File: src/rtl/dla_platform_csr_axi_stub_if.sv
// AXI4-Lite CSR port bundle between the platform CSR interconnect and the
// stub.
// wdata/wstrb are deliberately absent because the stub discards write data.
// The master modport is the interconnect side and the slave modport is the
// stub side.
interface dla_platform_csr_axi_stub_if #(
   parameter int ADDR_WIDTH = 11,
   parameter int DATA_WIDTH = 32,
   parameter int ID_WIDTH   = 1
);
   // Read address channel
   logic                  arvalid;
   logic                  arready;
   logic [ID_WIDTH-1:0]   arid;
   logic [ADDR_WIDTH-1:0] araddr;

   // Read data channel
   logic                  rvalid;
   logic                  rready;
   logic [ID_WIDTH-1:0]   rid;
   logic [DATA_WIDTH-1:0] rdata;
   logic [1:0]            rresp;

   // Write address channel
   logic                  awvalid;
   logic                  awready;
   logic [ID_WIDTH-1:0]   awid;

   // Write data channel
   logic                  wvalid;
   logic                  wready;

   // Write response channel
   logic                  bvalid;
   logic                  bready;
   logic [ID_WIDTH-1:0]   bid;
   logic [1:0]            bresp;

   modport master (
      output arvalid, arid, araddr, rready,
      output awvalid, awid, wvalid, bready,
      input  arready, rvalid, rid, rdata, rresp,
      input  awready, wready, bvalid, bid, bresp
   );

   modport slave (
      input  arvalid, arid, araddr, rready,
      input  awvalid, awid, wvalid, bready,
      output arready, rvalid, rid, rdata, rresp,
      output awready, wready, bvalid, bid, bresp
   );
endinterface

File: src/rtl/dla_platform_csr_axi_stub.sv
// CSR slave stub that completes every AXI4-Lite transaction aimed at an
// unpopulated CoreDLA instance slot.
// Read ids and write ids are echoed back unchanged.
// Every B and R beat carries the configured response code.
// Read data is either a fixed pattern or the captured read address.
// Saturating counters and a sticky flag let software see that the empty slot
// was touched.

// Reset conditioner.
// Assertion passes through asynchronously.
// Release is synchronised to clk, optionally followed by extra pipeline
// stages.
module dla_reset_handler_simple #(
   parameter int USE_SYNCHRONIZER = 1,
   parameter int PIPE_DEPTH       = 0
) (
   input  logic clk,
   input  logic i_resetn,
   output logic o_sclrn
);
   localparam int SYNC_DEPTH = 2;

   logic sync_resetn;

   generate
      if (USE_SYNCHRONIZER != 0) begin : g_sync
         logic [SYNC_DEPTH-1:0] sync_q;

         // Clear the chain at once when reset asserts.
         // Shift ones in so that release only reaches o_sclrn after the
         // chain has filled.
         always_ff @(posedge clk or negedge i_resetn) begin
            if (!i_resetn) begin
               sync_q <= '0;
            end else begin
               sync_q <= {sync_q[SYNC_DEPTH-2:0], 1'b1};
            end
         end

         assign sync_resetn = sync_q[SYNC_DEPTH-1];
      end else begin : g_nosync
         assign sync_resetn = i_resetn;
      end
   endgenerate

   generate
      if (PIPE_DEPTH > 0) begin : g_pipe
         logic [PIPE_DEPTH-1:0] pipe_q;

         // Optional retiming stages.
         // These give the reset fan-out room to be placed across the chip.
         always_ff @(posedge clk) begin
            pipe_q[0] <= sync_resetn;
            for (int i = 1; i < PIPE_DEPTH; i++) begin
               pipe_q[i] <= pipe_q[i-1];
            end
         end

         assign o_sclrn = pipe_q[PIPE_DEPTH-1];
      end else begin : g_nopipe
         assign o_sclrn = sync_resetn;
      end
   endgenerate
endmodule

module dla_platform_csr_axi_stub #(
   parameter int          CSR_ADDR_WIDTH = 11,
   parameter int          CSR_DATA_WIDTH = 32,
   parameter int          ID_WIDTH       = 1,
   parameter logic [1:0]  RESP           = 2'b00,
   parameter int          RDATA_MODE     = 0,
   parameter logic [31:0] RDATA_PATTERN  = 32'hDEAD_C5A0,
   parameter int          COUNT_WIDTH    = 16
) (
   input  logic                       clk,
   input  logic                       i_resetn_async,
   dla_platform_csr_axi_stub_if.slave csr,
   output logic [COUNT_WIDTH-1:0]     o_rd_count,
   output logic [COUNT_WIDTH-1:0]     o_wr_count,
   output logic                       o_accessed
);
   // Fixed read data, zero-extended or truncated to the bus width.
   localparam logic [CSR_DATA_WIDTH-1:0] PATTERN   = CSR_DATA_WIDTH'(RDATA_PATTERN);
   localparam logic [COUNT_WIDTH-1:0]    COUNT_MAX = {COUNT_WIDTH{1'b1}};

   logic sclrn;

   // Read path state
   logic                      rd_busy;
   logic [ID_WIDTH-1:0]       rid_q;
   logic [CSR_ADDR_WIDTH-1:0] raddr_q;

   // Write path state
   logic                      aw_held;
   logic                      w_held;
   logic [ID_WIDTH-1:0]       awid_q;
   logic                      bvalid_q;
   logic [ID_WIDTH-1:0]       bid_q;

   // Status state
   logic [COUNT_WIDTH-1:0]    rd_count_q;
   logic [COUNT_WIDTH-1:0]    wr_count_q;
   logic                      accessed_q;

   // Ready and handshake decodes
   logic arready;
   logic awready;
   logic wready;
   logic ar_hs;
   logic r_hs;
   logic aw_hs;
   logic w_hs;
   logic b_hs;

   dla_reset_handler_simple #(
      .USE_SYNCHRONIZER (1),
      .PIPE_DEPTH       (0)
   ) u_reset (
      .clk      (clk),
      .i_resetn (i_resetn_async),
      .o_sclrn  (sclrn)
   );

   // Readies are single-gate decodes of flops.
   // There is no combinational path from any bus input.
   // Gating with sclrn keeps the slot closed while reset is held.
   assign arready = sclrn & ~rd_busy;
   assign awready = sclrn & ~aw_held & ~bvalid_q;
   assign wready  = sclrn & ~w_held  & ~bvalid_q;

   assign ar_hs = csr.arvalid & arready;
   assign r_hs  = rd_busy     & csr.rready;
   assign aw_hs = csr.awvalid & awready;
   assign w_hs  = csr.wvalid  & wready;
   assign b_hs  = bvalid_q    & csr.bready;

   assign csr.arready = arready;
   assign csr.rvalid  = rd_busy;
   assign csr.rid     = rid_q;
   assign csr.rresp   = RESP;
   assign csr.rdata   = (RDATA_MODE != 0) ? CSR_DATA_WIDTH'(raddr_q) : PATTERN;

   assign csr.awready = awready;
   assign csr.wready  = wready;
   assign csr.bvalid  = bvalid_q;
   assign csr.bid     = bid_q;
   assign csr.bresp   = RESP;

   assign o_rd_count = rd_count_q;
   assign o_wr_count = wr_count_q;
   assign o_accessed = accessed_q;

   // Single outstanding read.
   // Capture id and address on AR, then hold the R beat until the master
   // takes it.
   always_ff @(posedge clk) begin
      if (!sclrn) begin
         rd_busy <= 1'b0;
         rid_q   <= '0;
         raddr_q <= '0;
      end else if (ar_hs) begin
         rd_busy <= 1'b1;
         rid_q   <= csr.arid;
         raddr_q <= csr.araddr;
      end else if (r_hs) begin
         rd_busy <= 1'b0;
      end
   end

   // Write tracking.
   // AW and W are latched independently, in either order.
   // Once both are latched a B beat is raised on the next edge and then held
   // until accepted.
   always_ff @(posedge clk) begin
      if (!sclrn) begin
         aw_held  <= 1'b0;
         w_held   <= 1'b0;
         awid_q   <= '0;
         bvalid_q <= 1'b0;
         bid_q    <= '0;
      end else if (bvalid_q) begin
         if (csr.bready) begin
            bvalid_q <= 1'b0;
         end
      end else if (aw_held && w_held) begin
         bvalid_q <= 1'b1;
         bid_q    <= awid_q;
         aw_held  <= 1'b0;
         w_held   <= 1'b0;
      end else begin
         if (aw_hs) begin
            aw_held <= 1'b1;
            awid_q  <= csr.awid;
         end
         if (w_hs) begin
            w_held <= 1'b1;
         end
      end
   end

   // Completion counters stick at all-ones instead of wrapping.
   // This way a heavily touched slot never reads back as untouched.
   always_ff @(posedge clk) begin
      if (!sclrn) begin
         rd_count_q <= '0;
         wr_count_q <= '0;
      end else begin
         if (r_hs && (rd_count_q != COUNT_MAX)) begin
            rd_count_q <= rd_count_q + COUNT_WIDTH'(1);
         end
         if (b_hs && (wr_count_q != COUNT_MAX)) begin
            wr_count_q <= wr_count_q + COUNT_WIDTH'(1);
         end
      end
   end

   // Sticky access flag.
   // It is raised by the first accepted address on either path.
   always_ff @(posedge clk) begin
      if (!sclrn) begin
         accessed_q <= 1'b0;
      end else if (ar_hs || aw_hs) begin
         accessed_q <= 1'b1;
      end
   end
endmodule

File: src/flat_wrapper.sv
// flat-port wrapper written by rule: the top's interface ports become plain ports
module dla_platform_csr_axi_stub_flat 
#(
   parameter int          CSR_ADDR_WIDTH = 11,
   parameter int          CSR_DATA_WIDTH = 32,
   parameter int          ID_WIDTH       = 1,
   parameter logic [1:0]  RESP           = 2'b00,
   parameter int          RDATA_MODE     = 0,
   parameter logic [31:0] RDATA_PATTERN  = 32'hDEAD_C5A0,
   parameter int          COUNT_WIDTH    = 16
)
  (clk, i_resetn_async, o_rd_count, o_wr_count, o_accessed, csr_arvalid, csr_arid, csr_araddr, csr_rready, csr_awvalid, csr_awid, csr_wvalid, csr_bready, csr_arready, csr_rvalid, csr_rid, csr_rdata, csr_rresp, csr_awready, csr_wready, csr_bvalid, csr_bid, csr_bresp);
  dla_platform_csr_axi_stub_if #(.ADDR_WIDTH(11), .DATA_WIDTH(32), .ID_WIDTH(ID_WIDTH)) csr_i ();
  input  logic clk;
  input  logic i_resetn_async;
  output logic [COUNT_WIDTH-1:0] o_rd_count;
  output logic [COUNT_WIDTH-1:0] o_wr_count;
  output logic o_accessed;
  input wire logic [$bits(csr_i.arvalid)-1:0] csr_arvalid;
  input wire logic [$bits(csr_i.arid)-1:0] csr_arid;
  input wire logic [$bits(csr_i.araddr)-1:0] csr_araddr;
  input wire logic [$bits(csr_i.rready)-1:0] csr_rready;
  input wire logic [$bits(csr_i.awvalid)-1:0] csr_awvalid;
  input wire logic [$bits(csr_i.awid)-1:0] csr_awid;
  input wire logic [$bits(csr_i.wvalid)-1:0] csr_wvalid;
  input wire logic [$bits(csr_i.bready)-1:0] csr_bready;
  output wire logic [$bits(csr_i.arready)-1:0] csr_arready;
  output wire logic [$bits(csr_i.rvalid)-1:0] csr_rvalid;
  output wire logic [$bits(csr_i.rid)-1:0] csr_rid;
  output wire logic [$bits(csr_i.rdata)-1:0] csr_rdata;
  output wire logic [$bits(csr_i.rresp)-1:0] csr_rresp;
  output wire logic [$bits(csr_i.awready)-1:0] csr_awready;
  output wire logic [$bits(csr_i.wready)-1:0] csr_wready;
  output wire logic [$bits(csr_i.bvalid)-1:0] csr_bvalid;
  output wire logic [$bits(csr_i.bid)-1:0] csr_bid;
  output wire logic [$bits(csr_i.bresp)-1:0] csr_bresp;
  assign csr_i.arvalid = csr_arvalid;
  assign csr_i.arid = csr_arid;
  assign csr_i.araddr = csr_araddr;
  assign csr_i.rready = csr_rready;
  assign csr_i.awvalid = csr_awvalid;
  assign csr_i.awid = csr_awid;
  assign csr_i.wvalid = csr_wvalid;
  assign csr_i.bready = csr_bready;
  assign csr_arready = csr_i.arready;
  assign csr_rvalid = csr_i.rvalid;
  assign csr_rid = csr_i.rid;
  assign csr_rdata = csr_i.rdata;
  assign csr_rresp = csr_i.rresp;
  assign csr_awready = csr_i.awready;
  assign csr_wready = csr_i.wready;
  assign csr_bvalid = csr_i.bvalid;
  assign csr_bid = csr_i.bid;
  assign csr_bresp = csr_i.bresp;
  dla_platform_csr_axi_stub #(.CSR_ADDR_WIDTH(CSR_ADDR_WIDTH), .CSR_DATA_WIDTH(CSR_DATA_WIDTH), .ID_WIDTH(ID_WIDTH), .RESP(RESP), .RDATA_MODE(RDATA_MODE), .RDATA_PATTERN(RDATA_PATTERN), .COUNT_WIDTH(COUNT_WIDTH)) u_core (.clk(clk), .i_resetn_async(i_resetn_async), .csr(csr_i), .o_rd_count(o_rd_count), .o_wr_count(o_wr_count), .o_accessed(o_accessed));
endmodule
File: config.mk
export PLATFORM = sky130hd
export DESIGN_NAME = dla_platform_csr_axi_stub_flat
export DESIGN_NICKNAME = d
export VERILOG_FILES = /design/src/rtl/dla_platform_csr_axi_stub_if.sv /design/src/rtl/dla_platform_csr_axi_stub.sv /design/src/flat_wrapper.sv
export SDC_FILE = /design/constraint.sdc
export NUM_CORES = 1
export LEC_CHECK = 0
export CAP_MARGIN = 20
export CORE_ASPECT_RATIO = 2
export CORE_MARGIN = 2
export CORE_UTILIZATION = 35
export CTS_BUF_LIST = sky130_fd_sc_hd__clkbuf_4 sky130_fd_sc_hd__clkbuf_8 sky130_fd_sc_hd__clkbuf_16
export DETAILED_ROUTE_END_ITERATION = 16
export PLACE_DENSITY = 0.77
export SYNTH_ARGS = -nofsm -noshare
export SYNTH_HDL_FRONTEND = slang
export SYNTH_SLANG_ARGS = --single-unit
export TNS_END_PERCENT = 100
File: constraint.sdc
create_clock -name clk -period 2.3 [get_ports clk]
set_input_delay 0.46 -clock clk [delete_from_list [all_inputs] [get_ports clk]]
set_output_delay 0.46 -clock clk [all_outputs]
set_load 0.005 [all_outputs]
==> results by stage, run 1 <==
Detailed routing:
- Wire segments on met2 add up to 3240 um in the final route.
- The routed via count is 2123.
- The iteration count of the initial detailed-routing pass is 4.
- The ratio of routed vias to standard cells is 5.05.
- After detailed routing, the wire length on met1 is 1980 um.
- The residual DRC count is 0.
- The topmost layer with routed signal wires is met4.
- The mean routed wirelength per cell is 13.4 um.
- The aggregate routed wire length is 5630 um.
- The initial DRC count is 78.
- The count of nets left with antenna violations once routing finished came out at 0.
- The routed design uses roughly 230 um of met3 wire.

Die:
- The initial utilization of the core area, before any placement, comes to ~36%.
- The width of the chip is 61.8 um.
- The I/O pin count is 96.
- The area of the die is 0.00739 sq mm.
- The die span in y is 120 um.
- The cell row count is 42.
- The region available for standard cell placement spans 0.00657 sq mm.

Worst setup path:
- The worst register-to-register path begins at u_core.o_rd_count[0]$_SDFFE_PN0P_.
- The reg-to-reg critical path endpoint is u_core.o_rd_count[10]$_SDFFE_PN0P_.
- The worst setup path is captured at a primary output.
- Of all nets on the critical path, the largest fanout is 11.
- The arrival time reported for the critical path endpoint is 1630 ps.
- Setup slack on the worst reg-to-reg path comes out at 430 ps.
- The worst setup path is launched from a flop.
- Data on the critical path is required at its endpoint by between 1500 and 2000 ps.
- Counting cells, the worst reg-to-reg path comes to 5.
- The worst setup path is of the reg2out kind.

Synth:
- The synthesized design contains 0 enable-type register cells.
- Yosys mapped the design onto 47 distinct sky130hd cell types.
- The netlist area before placement is 0.00234 sq mm.
- Sequential cells were found to cover between 30% and 40% of the synthesized design area.
- Yosys printed 0 warnings.
- Yosys instantiated no cell more often than dfxtp_1.
- The top cell type's share of synthesized area is 34.2%.
- The biggest area contributor in the post-synthesis netlist is dfxtp_1.
- Counting flops with an async set or reset pin after synthesis yields a share of about 4.8%.
- Counting flops and latches in the post-synthesis netlist gives between 40 and 50.
- Sorting the synthesized cells by how often they occur yields dfxtp_1, buf_4, nand2_1.
- The average cell area after synthesis is 8.39 sq um.
- The most used flip-flop cell after synthesis is dfxtp_1.
- By area the synthesized netlist is led by dfxtp_1, buf_4, mux2i_1.
- The number of instances in the synthesized netlist is 279.

Timing:
- The count of final hold-check violations is 0.
- The maximum achievable frequency is approximately 480 MHz.
- The final count of pins violating max slew is 0.
- The worst-case headroom to the max-slew limit is between 50 and 60%.
- The minimum period implied by the final worst setup slack is about 2100 ps.
- Setup repair after global routing left no endpoint under its margin.
- Setup violations remaining at the end of the flow were counted as 0.
- The sum of negative setup slack is 0 ps.
- Dividing the final minimum period by the clock period gives 90.8%.
- Hold timing on the final database bottoms out at a slack of 341 ps.
- For the final database, setup skew stands at 4.70 ps.
- At the pin with the least slew margin, the transition time is 602 ps.

Clock tree:
- The maximum clock path buffer count is 2.
- The number of clock sinks seen by CTS is 42.
- The H-tree was split into 2 levels.
- The clock insertion delay at the later pin of the skew report is 280 ps.
- Clock-pin slew was measured on the worst setup and hold paths at 60 ps.
- The count of hold-fix buffers inserted at cts is 0.
- The number of cells upsized or downsized after cts is 0.
- TritonCTS built the clock tree.
- After clock tree synthesis, the setup repair step added 0 buffers.
- The clock root buffer master is clkbuf_16.
- Counting the buffers created by CTS gives 5.

Power and ir drop:
- The peak ir drop on the vdd network is 0.000358 V.
- Summed over all cells, the static leakage comes to 1.06 nW.
- The total power after layout is 1.57 mW.
- Dividing total power by cell area gives a power density of 532 mW/mm^2.

Placement:
- The post-detailed-placement cell area is 0.00281 sq mm.
- The half-perimeter wire length after placement is 4270 um.
- Port buffering added 48 buffers.
- The weighted congestion reported at the end of routability-driven placement is 0.892.

Worst hold path:
- The kind of path behind the tightest hold check is in2async.

Global routing:
- After global routing the overflow that remains totals 0.
- The first global-routing pass estimated between 9000 and 10000 um of wire.
- Entering global routing, the biggest net connects 26 pins.
- The initial antenna violation count was 0.
- In the global route stage, overall resource usage came out at approximately 16%.
- The via count of the first global-routing pass is around 1900.

Final layout:
- Relative to the synthesized area, the layout overhead comes to 26.5%.
- In the final design database the tool counted about 350 nets.
- The antenna diode count is 0.
- The area of all placed cells without fillers is 0.00296 sq mm.
- In the final layout, the share of cells above drive strength 1 is 7.53%.
- Cells fill ~45% of the core in the end.

Flow run:
- The number of violations of the max-capacitance limit is 0.

Status:
- The run finished with clean final reports.
## state kept, by name (all words and copies together), names as in the netlist
| signal | count |
|---|---|
| u_core.o_rd_count | 16 |
| u_core.o_wr_count | 16 |
| u_core.u_reset.g_sync.sync_q | 2 |
| u_core.aw_held | 1 |
| u_core.awid_q | 1 |
| u_core.csr.bid | 1 |
| u_core.csr.bvalid | 1 |
| u_core.csr.rid | 1 |
| u_core.csr.rvalid | 1 |
| u_core.o_accessed | 1 |
| u_core.w_held | 1 |
## per-layer routing
layer,global-route usage [%],vias to the layer above
li1,-,1031
met4,8.38,0
met5,0,-
met2,30.0,72
met3,3.13,13
met1,16.0,1007
## critical path, cell delays in order (launching register included)
cell and delay (ps):
dfrtp_1 580, nand2b_1 150, nor2_1 110, clkdlybuf4s50_1 500
## kinds of logic after synthesis
logic type               count (synthesis)  share of synthesized area [%]
AO/OA/AOI/OAI                           46                           11.8
XOR/XNOR                                 2                          0.749
adder cells (fa/ha/maj)                  2                           1.07
buffers and inverters                   49                           13.8
flip-flops                              42                           36.4
multiplexers                            16                           6.84
other                                    2                          0.321
AND/OR/NAND/NOR                        120                           29.0
## cell usage in the layout, fill, tap and decap left out, types with 2 or more instances in the layout
cell type	instances
nor3_1	3
buf_4	8
or4_1	6
a211oi_1	3
a21oi_1	22
mux2i_1	16
nor4_1	4
dfrtp_1	2
clkdlybuf4s50_1	48
o21ai_0	9
and3_1	4
nand3_1	8
nand2_1	30
dfxtp_1	40
o41ai_1	3
nor3b_1	3
nand2b_1	15
ha_1	2
clkbuf_16	5
and4_1	3
nor2_1	14
xor2_1	2
and2_1	2
o31ai_1	4
inv_1	2
conb_1	37
nand4_1	10
or2_2	3
or3_1	4
## worst max path at each step
stage	from	to	cells after the start
finish	u_core.u_reset.g_sync.sync_q[1]$_DFF_PN0_	csr_awready	3
CTS	u_core.u_reset.g_sync.sync_q[1]$_DFF_PN0_	csr_awready	3
global placement	csr_rready	u_core.o_rd_count[10]$_SDFFE_PN0P_	5
detailed placement	csr_rready	u_core.o_rd_count[9]$_SDFFE_PN0P_	5
global route	u_core.u_reset.g_sync.sync_q[1]$_DFF_PN0_	csr_arready	3
floorplan	u_core.o_rd_count[0]$_SDFFE_PN0P_	u_core.o_rd_count[10]$_SDFFE_PN0P_	6
## report_power, final
group          switching, mW  internal [mW]  total, mW
registers             0.0158          0.742      0.757
logic                 0.0567         0.0518      0.108
clock network          0.279          0.429      0.708
total                  0.351           1.22       1.57
## per-stage QoR
step,setup slack [ps],instances
detailed placement,39.6,412
CTS,146,420
global placement,68.4,412
finish,213,420
floorplan,531,314
global route,65.3,420
## cell type report
class / count / area [sq um]
sequential: 42 / 851
multi-input combinational: 223 / 1300
inverter: 3 / 11.3
tap: 88 / 110
clock inverter: 2 / 12.5
clock buffer: 6 / 139
fill: 667 / 3610
timing repair buffer: 56 / 541
No activity file was read; power rests on OpenSTA's default activity.
==> run 2, diff against run 1 <==
--- a/config.mk
+++ b/config.mk
@@ -11,7 +11,9 @@
 export CORE_UTILIZATION = 35
 export CTS_BUF_LIST = sky130_fd_sc_hd__clkbuf_4 sky130_fd_sc_hd__clkbuf_8 sky130_fd_sc_hd__clkbuf_16
 export DETAILED_ROUTE_END_ITERATION = 16
+export GPL_TIMING_DRIVEN = 1
 export PLACE_DENSITY = 0.77
+export RECOVER_POWER = 25
 export SYNTH_ARGS = -nofsm -noshare
 export SYNTH_HDL_FRONTEND = slang
 export SYNTH_SLANG_ARGS = --single-unit
==> results by stage, run 2 (same netlist as run 1, synthesis figures left out) <==
Timing:
- After layout, the minimum clock period comes to 2090 ps.
- The sum of negative setup slack is 0 ps.
- The maximum achievable frequency is 480 MHz.
- The final count of pins violating max slew is 0.
- The transition at the pin with the smallest max-transition slack is ~1300 ps.
- In the finished design, the share of the clock period the worst path needs comes to 90.7%.
- The worst clock skew is 4.72 ps.
- The count of final hold-check violations is 0.
- The worst-case headroom to the max-slew limit is 15.1%.
- After layout, the worst setup slack is 215 ps.
- Setup violations remaining at the end of the flow were counted as 0.
- Setup repair after global routing left no endpoint under its margin.

Detailed routing:
- The initial DRC count is 78.
- The aggregate routed wire length is 5630 um.
- The remaining number of nets flagged by the antenna check after routing is 0.
- The routed layout has 2114 vias.
- The iteration count of the initial detailed-routing pass is 4.
- Dividing the detail-routed wire length by the instance count gives 13.4 um.
- The residual DRC count is 0.
- Dividing the detail-routed via count by the number of cells gives 5.03.

Final layout:
- The area growth from synthesis to layout is 26.2%.
- The area of all placed cells without fillers is between 0.002 and 0.003 sq mm.
- The fraction of layout cells with a size suffix above 1 is 6.93%.
- Leaving out fill and tap cells, the most frequent cell in the layout is dfxtp_1.
- At the end of the flow, the number of nets in the layout was 353.
- The top cell types in the final layout, fill and taps aside, are dfxtp_1, clkdlybuf4s50_1, conb_1.
- After filler insertion, the fill cell instance count of the layout stands at roughly 670.
- The number of antenna diodes in the final layout is 0.

Die:
- The starting density of the core is 35.6%.
- The I/O pin count is between 90 and 100.
- The area of the core is 0.00657 sq mm.
- The width of the chip is just over 60 um.
- The floorplan step defined a die boundary enclosing ~0.0074 sq mm.
- Measured along the y axis, the die boundary spans 120 um.
- The floorplan has 42 rows.

Worst setup path:
- The biggest cell delay along the critical path is 570 ps.
- The worst register-to-register path begins at u_core.u_reset.g_sync.sync_q[1]$_DFF_PN0_.
- The critical path is of the reg2out type.
- The kind of cell adding the most delay to the critical path is flip-flops.
- In this run the critical register-to-register path is captured at u_core.o_rd_count[15]$_SDFFE_PN0P_.
- The reg-to-reg setup timing slack is 230 ps.
- The type of origin of the critical path is a flop.
- The worst path required time is 1840 ps.
- Walking the worst path, the cells encountered are nand2b_1 > nor2_1 > clkdlybuf4s50_1.
- The path depth of the worst reg2reg path is 4.
- Of all nets on the critical path, the largest fanout is 11.
- The standard cell with the maximum stage delay on the critical path is dfrtp_1.
- The combined buffer and inverter count along the critical path is 1.
- The arrival time reported for the critical path endpoint is between 1500 and 2000 ps.
- The kind of end point of the critical path is a primary output.

Worst hold path:
- The min-delay analysis places its worst path in the category reg2reg.
- The cell depth of the worst min-delay path is 0.
- The startpoint of the lowest-slack hold path is u_core.u_reset.g_sync.sync_q[0]$_DFF_PN0_.
- The path with the worst hold slack has its endpoint at u_core.u_reset.g_sync.sync_q[1]$_DFF_PN0_.

Global routing:
- Entering global routing, the biggest net connects 26 pins.
- The first global-routing pass estimated 9160 um of wire.
- Summed over all layers, the global routing overflow is 0.
- The via count of the first global-routing pass is 1948.
- The total global-route track usage is 16.4%.
- The initial antenna violation count is 0.

Power and ir drop:
- The design draws between 1.5 and 2 mW.
- For this design the ratio of total power to cell area is roughly 530 mW/mm^2.
- The static leakage power is between 1 and 1.5 nW.
- The worst-case IR drop observed on VDD is 0.000358 V.

Placement:
- Input and output buffers added on the ports amount to 48.
- Once detailed placement completed, the half-perimeter wirelength came to approximately 4300 um.
- The post-detailed-placement cell area is 0.00281 sq mm.
- At the end of routability-driven placement, the weighted congestion stood at 0.892.
- Prior to clock tree synthesis, the placed netlist has a worst setup slack of 39.6 ps.

Clock tree:
- Buffers inserted to repair hold after CTS numbered 0.
- The TritonCTS buffer count is 5.
- The depth of the CTS H-tree is 2.
- The clock edge transition at the registers on the reported setup and hold paths is 60 ps.
- The clock insertion delay at the later pin of the skew report is about 280 ps.
- The maximum clock path buffer count is 2.
- The number of cells upsized or downsized after cts is 0.
- Clock tree synthesis selected as its root buffer the cell clkbuf_16.
- The number of clock sinks seen by CTS is 42.
- The post-CTS setup-driven buffer insertion count is 0.
- The clock tree from TritonCTS is done.

Status:
- The run finished with clean final reports.

Flow run:
- Across the run, the number of max-cap violations was 0.
[run 2: cell count changes in the layout (fill, tap and decap cells not counted)]
cell             before  now
buf_4                 8    6
clkbuf_1              0    2
clkdlybuf4s50_1      48   39
dlygate4sd3_1         0    9
[run 2: worst register-to-register path, cell delays in order, from the launching register on]
cell and delay, ps:
dfrtp_1 570, clkinv_1 150, clkbuf_1 530, or4_1 670, o21ai_0 80
[run 2: final cells by class]
cell class / count / area (sq um) / area share [%]
clock buffers: 6 / 139 / 4.70
clock inverters: 2 / 12.5 / 0.424
inverters: 3 / 11.3 / 0.381
multi-input cells: 223 / 1300 / 43.9
flip-flops and latches: 42 / 851 / 28.8
well taps: 88 / 110 / 3.73
repair buffers: 56 / 533 / 18.1
[run 2: worst max path at each step]
stage	cells after the start	from	to	slack, ps
finish	3	u_core.u_reset.g_sync.sync_q[1]$_DFF_PN0_	csr_awready	210
global route	4	u_core.u_reset.g_sync.sync_q[1]$_DFF_PN0_	u_core.o_rd_count[15]$_SDFFE_PN0P_	40
CTS	3	u_core.u_reset.g_sync.sync_q[1]$_DFF_PN0_	csr_awready	150
detailed placement	5	csr_rready	u_core.o_rd_count[9]$_SDFFE_PN0P_	40
global placement	5	csr_rready	u_core.o_rd_count[10]$_SDFFE_PN0P_	70
floorplan	6	u_core.o_rd_count[0]$_SDFFE_PN0P_	u_core.o_rd_count[10]$_SDFFE_PN0P_	530
[run 2: layer usage]
| metal | share of wire, % | routed length (um) | track usage (%) |
|---|---|---|---|
| met2 | 57 | 3230 | 30.0 |
| met5 | 0 | 0 | 0 |
| met1 | 35 | 1980 | 16.0 |
| met3 | 4.1 | 229 | 3.13 |
| met4 | 3.2 | 179 | 8.38 |
[run 2: report_power, final]
group / internal, mW / switching [mW]
sequential: 0.742 / 0.0156
combinational: 0.0489 / 0.0567
clock: 0.429 / 0.279
[run 2: stage by stage]
step           std cells  utilization [%]  hold WS, ps
6_report             420             45.0          366
5_1_grt              420             45.0          376
4_1_cts              420             45.1          336
3_5_place_dp         412             42.8          354
3_3_place_gp         412             42.8          339
2_1_floorplan        314                -          164
